==> src/rtl/stopwatch_lap_viewer.sv <==
// rtl/stopwatch_lap_viewer.sv - read-side browser for stored stopwatch lap records
//
// Lets the user step through lap records held in the lap memory. Steps can be
// manual (next/prev with wrap-around) or automatic, paced by an external tick.
// The memory read data is captured into field registers for the display mux.
//
// Ports:
//   iClk      - system clock
//   iRst      - synchronous active-high reset
//   iLapCnt   - number of stored laps; values above DEPTH are treated as DEPTH
//   iEnter    - pulse: enter browse mode at the most recent lap
//   iExit     - pulse: leave browse mode
//   iNext     - pulse: step to the next lap
//   iPrev     - pulse: step to the previous lap
//   iAutoTgl  - pulse: toggle between manual browsing and auto-scroll
//   iTick     - pacing pulse for auto-scroll
//   oAddr     - memory read address (the index register)
//   iRData    - asynchronous memory read data {hour, min, sec, centi}
//   oActive   - browsing or auto-scrolling
//   oAuto     - auto-scrolling
//   oIdx      - 1-based displayed lap number, 0 when idle
//   oValid    - field outputs belong to the current oAddr
//   oHour/oMin/oSec/oCenti - registered record fields

module stopwatch_lap_viewer #(
    parameter int DEPTH      = 30,
    parameter int AUTO_TICKS = 100
) (
    input  logic        iClk,
    input  logic        iRst,
    input  logic [5:0]  iLapCnt,
    input  logic        iEnter,
    input  logic        iExit,
    input  logic        iNext,
    input  logic        iPrev,
    input  logic        iAutoTgl,
    input  logic        iTick,
    output logic [4:0]  oAddr,
    input  logic [27:0] iRData,
    output logic        oActive,
    output logic        oAuto,
    output logic [4:0]  oIdx,
    output logic        oValid,
    output logic [6:0]  oHour,
    output logic [6:0]  oMin,
    output logic [6:0]  oSec,
    output logic [6:0]  oCenti
);

    localparam int             TW        = (AUTO_TICKS > 1) ? $clog2(AUTO_TICKS) : 1;
    localparam logic [5:0]     DEPTH_W   = 6'(DEPTH);
    localparam logic [TW-1:0]  TICK_LAST = TW'(AUTO_TICKS - 1);

    typedef enum logic [1:0] {
        S_IDLE   = 2'd0,
        S_BROWSE = 2'd1,
        S_AUTO   = 2'd2
    } state_t;

    state_t          state, state_n;
    logic [4:0]      index, index_n;
    logic [TW-1:0]   tick_cnt, tick_cnt_n;

    logic [5:0]      lap_cnt_eff;
    logic [4:0]      last_idx;
    logic [4:0]      idx_inc;
    logic [4:0]      idx_dec;
    logic            step_next;
    logic            step_prev;

    logic            active_q;
    logic            auto_q;
    logic [4:0]      disp_idx_q;
    logic            valid_q;
    logic [27:0]     fields_q;

    assign lap_cnt_eff = (iLapCnt > DEPTH_W) ? DEPTH_W : iLapCnt;
    // Only meaningful while lap_cnt_eff > 0; the C=0 case is handled before any use.
    assign last_idx    = 5'(lap_cnt_eff - 6'd1);
    assign idx_inc     = (index == last_idx) ? 5'd0 : index + 5'd1;
    assign idx_dec     = (index == 5'd0) ? last_idx : index - 5'd1;

    // Simultaneous next and prev cancel each other out.
    assign step_next   = iNext & ~iPrev;
    assign step_prev   = iPrev & ~iNext;

    always_comb begin
        state_n    = state;
        index_n    = index;
        tick_cnt_n = tick_cnt;
        case (state)
            S_IDLE: begin
                if (iEnter && (lap_cnt_eff != 6'd0)) begin
                    state_n = S_BROWSE;
                    index_n = last_idx;
                end
            end
            default: begin
                if ((lap_cnt_eff == 6'd0) || iExit) begin
                    state_n    = S_IDLE;
                    index_n    = 5'd0;
                    tick_cnt_n = '0;
                end else if ({1'b0, index} >= lap_cnt_eff) begin
                    // The memory shrank underneath us; this cycle is spent clamping.
                    index_n = last_idx;
                end else if (iAutoTgl) begin
                    state_n    = (state == S_AUTO) ? S_BROWSE : S_AUTO;
                    tick_cnt_n = '0;
                end else if (step_next) begin
                    index_n    = idx_inc;
                    tick_cnt_n = '0;
                end else if (step_prev) begin
                    index_n    = idx_dec;
                    tick_cnt_n = '0;
                end else if ((state == S_AUTO) && iTick) begin
                    if (tick_cnt == TICK_LAST) begin
                        tick_cnt_n = '0;
                        index_n    = idx_inc;
                    end else begin
                        tick_cnt_n = tick_cnt + TW'(1);
                    end
                end
            end
        endcase
    end

    always_ff @(posedge iClk) begin
        if (iRst) begin
            state      <= S_IDLE;
            index      <= 5'd0;
            tick_cnt   <= '0;
            active_q   <= 1'b0;
            auto_q     <= 1'b0;
            disp_idx_q <= 5'd0;
            valid_q    <= 1'b0;
            fields_q   <= 28'd0;
        end else begin
            state      <= state_n;
            index      <= index_n;
            tick_cnt   <= tick_cnt_n;
            active_q   <= (state_n != S_IDLE);
            auto_q     <= (state_n == S_AUTO);
            disp_idx_q <= (state_n != S_IDLE) ? index_n + 5'd1 : 5'd0;
            // Fields loaded on this edge reflect the address held before it, so
            // they only describe the new address if the index did not move.
            valid_q    <= (state_n != S_IDLE) && (state != S_IDLE) && (index_n == index);
            if (state_n == S_IDLE) begin
                fields_q <= 28'd0;
            end else if (state != S_IDLE) begin
                fields_q <= iRData;
            end
        end
    end

    assign oAddr   = index;
    assign oActive = active_q;
    assign oAuto   = auto_q;
    assign oIdx    = disp_idx_q;
    assign oValid  = valid_q;
    assign oHour   = fields_q[27:21];
    assign oMin    = fields_q[20:14];
    assign oSec    = fields_q[13:7];
    assign oCenti  = fields_q[6:0];

endmodule
==> config.mk <==
export PLATFORM = sky130hd
export DESIGN_NAME = stopwatch_lap_viewer
export DESIGN_NICKNAME = d
export VERILOG_FILES = /design/src/rtl/stopwatch_lap_viewer.sv
export SDC_FILE = /design/constraint.sdc
export NUM_CORES = 1
export LEC_CHECK = 0
export ABC_AREA = 1
export CAP_MARGIN = 10
export CORE_ASPECT_RATIO = 1.75
export CORE_MARGIN = 2
export CORE_UTILIZATION = 51
export CTS_BUF_LIST = sky130_fd_sc_hd__clkbuf_4 sky130_fd_sc_hd__clkbuf_8
export DETAILED_ROUTE_END_ITERATION = 12
export PLACE_DENSITY = 0.88
export RECOVER_POWER = 50
export SETUP_SLACK_MARGIN = 0.02
export SLEW_MARGIN = 20
export SYNTH_ARGS = -nofsm -noshare
export SYNTH_HDL_FRONTEND = slang
export SYNTH_SLANG_ARGS = --single-unit
==> constraint.sdc <==
create_clock -name iClk -period 3.3 [get_ports iClk]
set_input_delay 0.66 -clock iClk [delete_from_list [all_inputs] [get_ports iClk]]
set_output_delay 0.66 -clock iClk [all_outputs]
set_load 0.02 [all_outputs]
==> flow_metrics.env <==
export IMPL_status="completed"
export IMPL_cp_arrival_ns=3.32
export IMPL_synth_ff_type="dfxtp_1"
export IMPL_syn_nets=505
export IMPL_cp_required_ns=3.50
export IMPL_ant_nets=0
export IMPL_avgRoutedWirePerCell_microns=15.0
export IMPL_die_height_microns=108
export IMPL_clock_path_buffers=2
export IMPL_ctsResizeCount=0
export IMPL_min_period_over_period_pct=94.7
export IMPL_clkTransAtPathRegs_ns=0.08
export IMPL_final_core_util_pct=72.2
export IMPL_avgViaCountPerCell=5.31
export IMPL_skew_ns=0.0122
export IMPL_place_ws_ns=-0.144
export IMPL_p_leak_nw=2.02
export IMPL_die_area_sq_um=6890
export IMPL_net_switching_power_uw=534
export IMPL_synth_distinct_cells=38
export IMPL_p_sw_share_pct=32.8
export IMPL_critical_path_max_stage_delay_ns=0.53
export IMPL_ys_seq_area_share_pct=31.6
export IMPL_start_util_pct=52.1
export IMPL_syn_area_sq_um=3170
export IMPL_grt_pass1_vias=3447
export IMPL_synth_seq_cells=50
export IMPL_cp_max_fo=4
export IMPL_pwr_share_comb_pct=32.7
export IMPL_grt_util_met3_pct=3.23
export IMPL_diodes=0
export IMPL_hpwl_microns=7420
export IMPL_synth_edf_count=0
export IMPL_post_route_cell_area_sq_um=4390
export IMPL_die_width_microns=63.6
export IMPL_grt_max_degree=36
export IMPL_drive_above_1_share_pct=22.4
export IMPL_area_growth_pct=38.6
export IMPL_crit_path_end_kind="flip-flop"
export IMPL_gr_usage_met1_pct=26.7
export IMPL_pwr_share_seq_pct=40.7
export IMPL_use_met2_pct=53.8
export IMPL_cts_setup_buffers=0
export IMPL_cts_num_sinks=50
export IMPL_max_slew_margin_rel_pct=37.4
export IMPL_cts_max_level=2
export IMPL_ff2ff_setup_slack_ns=0.60
export IMPL_yosysWarnings=0
export IMPL_top_usage_layer="met2"
export IMPL_routed_wirelength_microns=9610
export IMPL_overflow=0
export IMPL_critical_path_top_delay_family="buffers and inverters"
export IMPL_dpl_instance_area_sq_um=4260
export IMPL_synth_cells=454
export IMPL_critical_path_class="input port to flip-flop"
export IMPL_io_pins=83
export IMPL_p_int_mw=1.10
export IMPL_nets=612
export IMPL_crit_top_cell="nand2_1"
export IMPL_drtPass1Iterations=4
export IMPL_p_per_area_nw_per_um2=371
export IMPL_min_path_type="flip-flop to flip-flop"
export IMPL_cts_buffers=5
export IMPL_clkPwrFrac_pct=26.7
export IMPL_max_slew_worst_pin_slew_ns=0.938
export IMPL_grt_antenna_before_repair=0
export IMPL_setup_viol=0
export IMPL_gp_congestion=1.00
export IMPL_critPathLaunchType="input port"
export IMPL_finalHoldViolations=0
export IMPL_post_route_drc_count=0
export IMPL_holdWs_ns=0.482
export IMPL_cts_hold_fix_buffers=0
export IMPL_async_flop_share_pct=0
export IMPL_clock_latency_ns=0.31
export IMPL_peakVddDrop_uv=322
export IMPL_total_power_mw=1.63
export IMPL_grt_pass1_wl_microns=15400
export IMPL_drv_slew=0
export IMPL_vias=3408
export IMPL_fin_crit_ns=3.12
export IMPL_cp_cell_sequence="clkdlybuf4s50_1, nand2_1, inv_1, nand3_1, nand3_2, inv_1, ha_1, buf_4, nand4_4, nand4_1, buf_4, a21oi_1, nand2_1, nand2_1, nand2_2, inv_2, nor2_2, a21oi_2, nor2_1"
export IMPL_cts_root_buf="clkbuf_8"
export IMPL_slowest_stage="clkdlybuf4s50_1"
export IMPL_cts_tree="done"
export IMPL_grt_usage_pct=28.7
export IMPL_core_area_sq_um=6090
export IMPL_cap_violations=0
export IMPL_rows=38
export IMPL_worst_path_buf_inv=6
export IMPL_rsz0062_at_grt="false"
export IMPL_drt_iter0_drc=181
export IMPL_syn_avg_cell_area_sq_um=6.98
export IMPL_setup_ws_ns=0.176
export IMPL_fmax_mhz=320
export IMPL_port_buffers=82
## state kept, by name, summed over array words and instances (netlist names)
signal and cells:
oValid 1, tick_cnt 7, oAddr 5, state 2
oAuto 1, fields_q 28, oActive 1, oIdx 5
## cells by family after synthesis
kind of cell,after synthesis,synth area share (%)
XOR/XNOR,8,2.21
buffers and inverters,66,8.92
AND/OR/NAND/NOR,249,38.1
AO/OA/AOI/OAI,72,15.7
flip-flops,50,31.6
adder cells (fa/ha/maj),9,3.55
## metal layers
metal / vias up / wire [microns] / part of all wire [%]
met2: 137 / 5130 / 53
met4: 0 / 782 / 8.1
li1: 1669 / - / -
met1: 1546 / 3240 / 34
met3: 56 / 448 / 4.7
met5: - / 0 / 0
## tightest hold or removal path, delay by kind of cell, from the launching register on
family | cells | cell delay, ns
and+or+nand+nor | 1 | 0.08
DFF | 1 | 0.32
AOI/OAI and AO/OA | 1 | 0.05
## final timing paths
kind,startpoint,to,cells after the start
worst max-delay path,iLapCnt[0],oIdx[4],19
worst min-delay path,fields_q[5],fields_q[5],2
worst max register to register,oAddr[0],oIdx[4],18
worst min register to register,fields_q[5],fields_q[5],2
## synth_stat cells (2+ instances only)
cell	count	area (sq um)
nand2_1	131	492
clkbuf_1	6	22.5
nor3_1	7	35.0
o21a_1	2	15.0
nand3_2	2	20.0
o21ai_0	7	35.0
nor2_2	5	31.3
buf_6	4	45.0
xor2_1	7	61.3
ha_1	9	113
dfxtp_1	50	1000
o211ai_1	4	30.0
nor2_1	33	124
nand3_1	33	165
nand3_4	2	35.0
inv_1	40	150
nor2_4	5	56.3
or2_2	2	12.5
nand4_1	3	18.8
inv_2	13	48.8
nand2_2	18	113
a21oi_1	21	105
o21ai_1	4	20.0
nand2_4	3	33.8
nor3b_1	2	15.0
a21oi_2	29	254
## metrics by stage
step | TNS, ns | std cells
final | 0 | 642
after global routing | 0 | 642
after CTS | 0 | 642
after detailed placement | -0.253 | 634
after global placement | -0.0187 | 634
after floorplan | 0 | 454
## power groups by stage
stage                     registers (mW)  clock network [mW]  logic, mW
after global placement             0.674                   0      0.520
final                              0.662               0.434      0.533
after CTS                          0.662               0.441      0.535
after global routing               0.665               0.461      0.580
after floorplan                    0.696                   0      0.296
after detailed placement           0.675                   0      0.530
## area by class of cell
cell class              instances  area (sq um)
flip-flops and latches         50          1000
multi-input cells             338          1900
fillers                       504          1690
well taps                      80           100
repair buffers                112          1070
inverters                      54           203
clock inverters                 1          30.0
clock buffers                   7          83.8
## placed cells by master (no fill, tap or decap), drive strengths merged, types with 2 or more instances in the layout
master         count
nand2            152
inv               53
dfxtp             50
a21oi             50
nor2              43
clkdlybuf4s50     41
dlygate4sd3       41
nand3             37
buf               30
o21ai             12
ha                 9
nor3               7
xor2               7
clkbuf             7
nand4              5
o211ai             4
o21a               2
nor3b              2
or2                2
(Power assumes the default switching activity.)
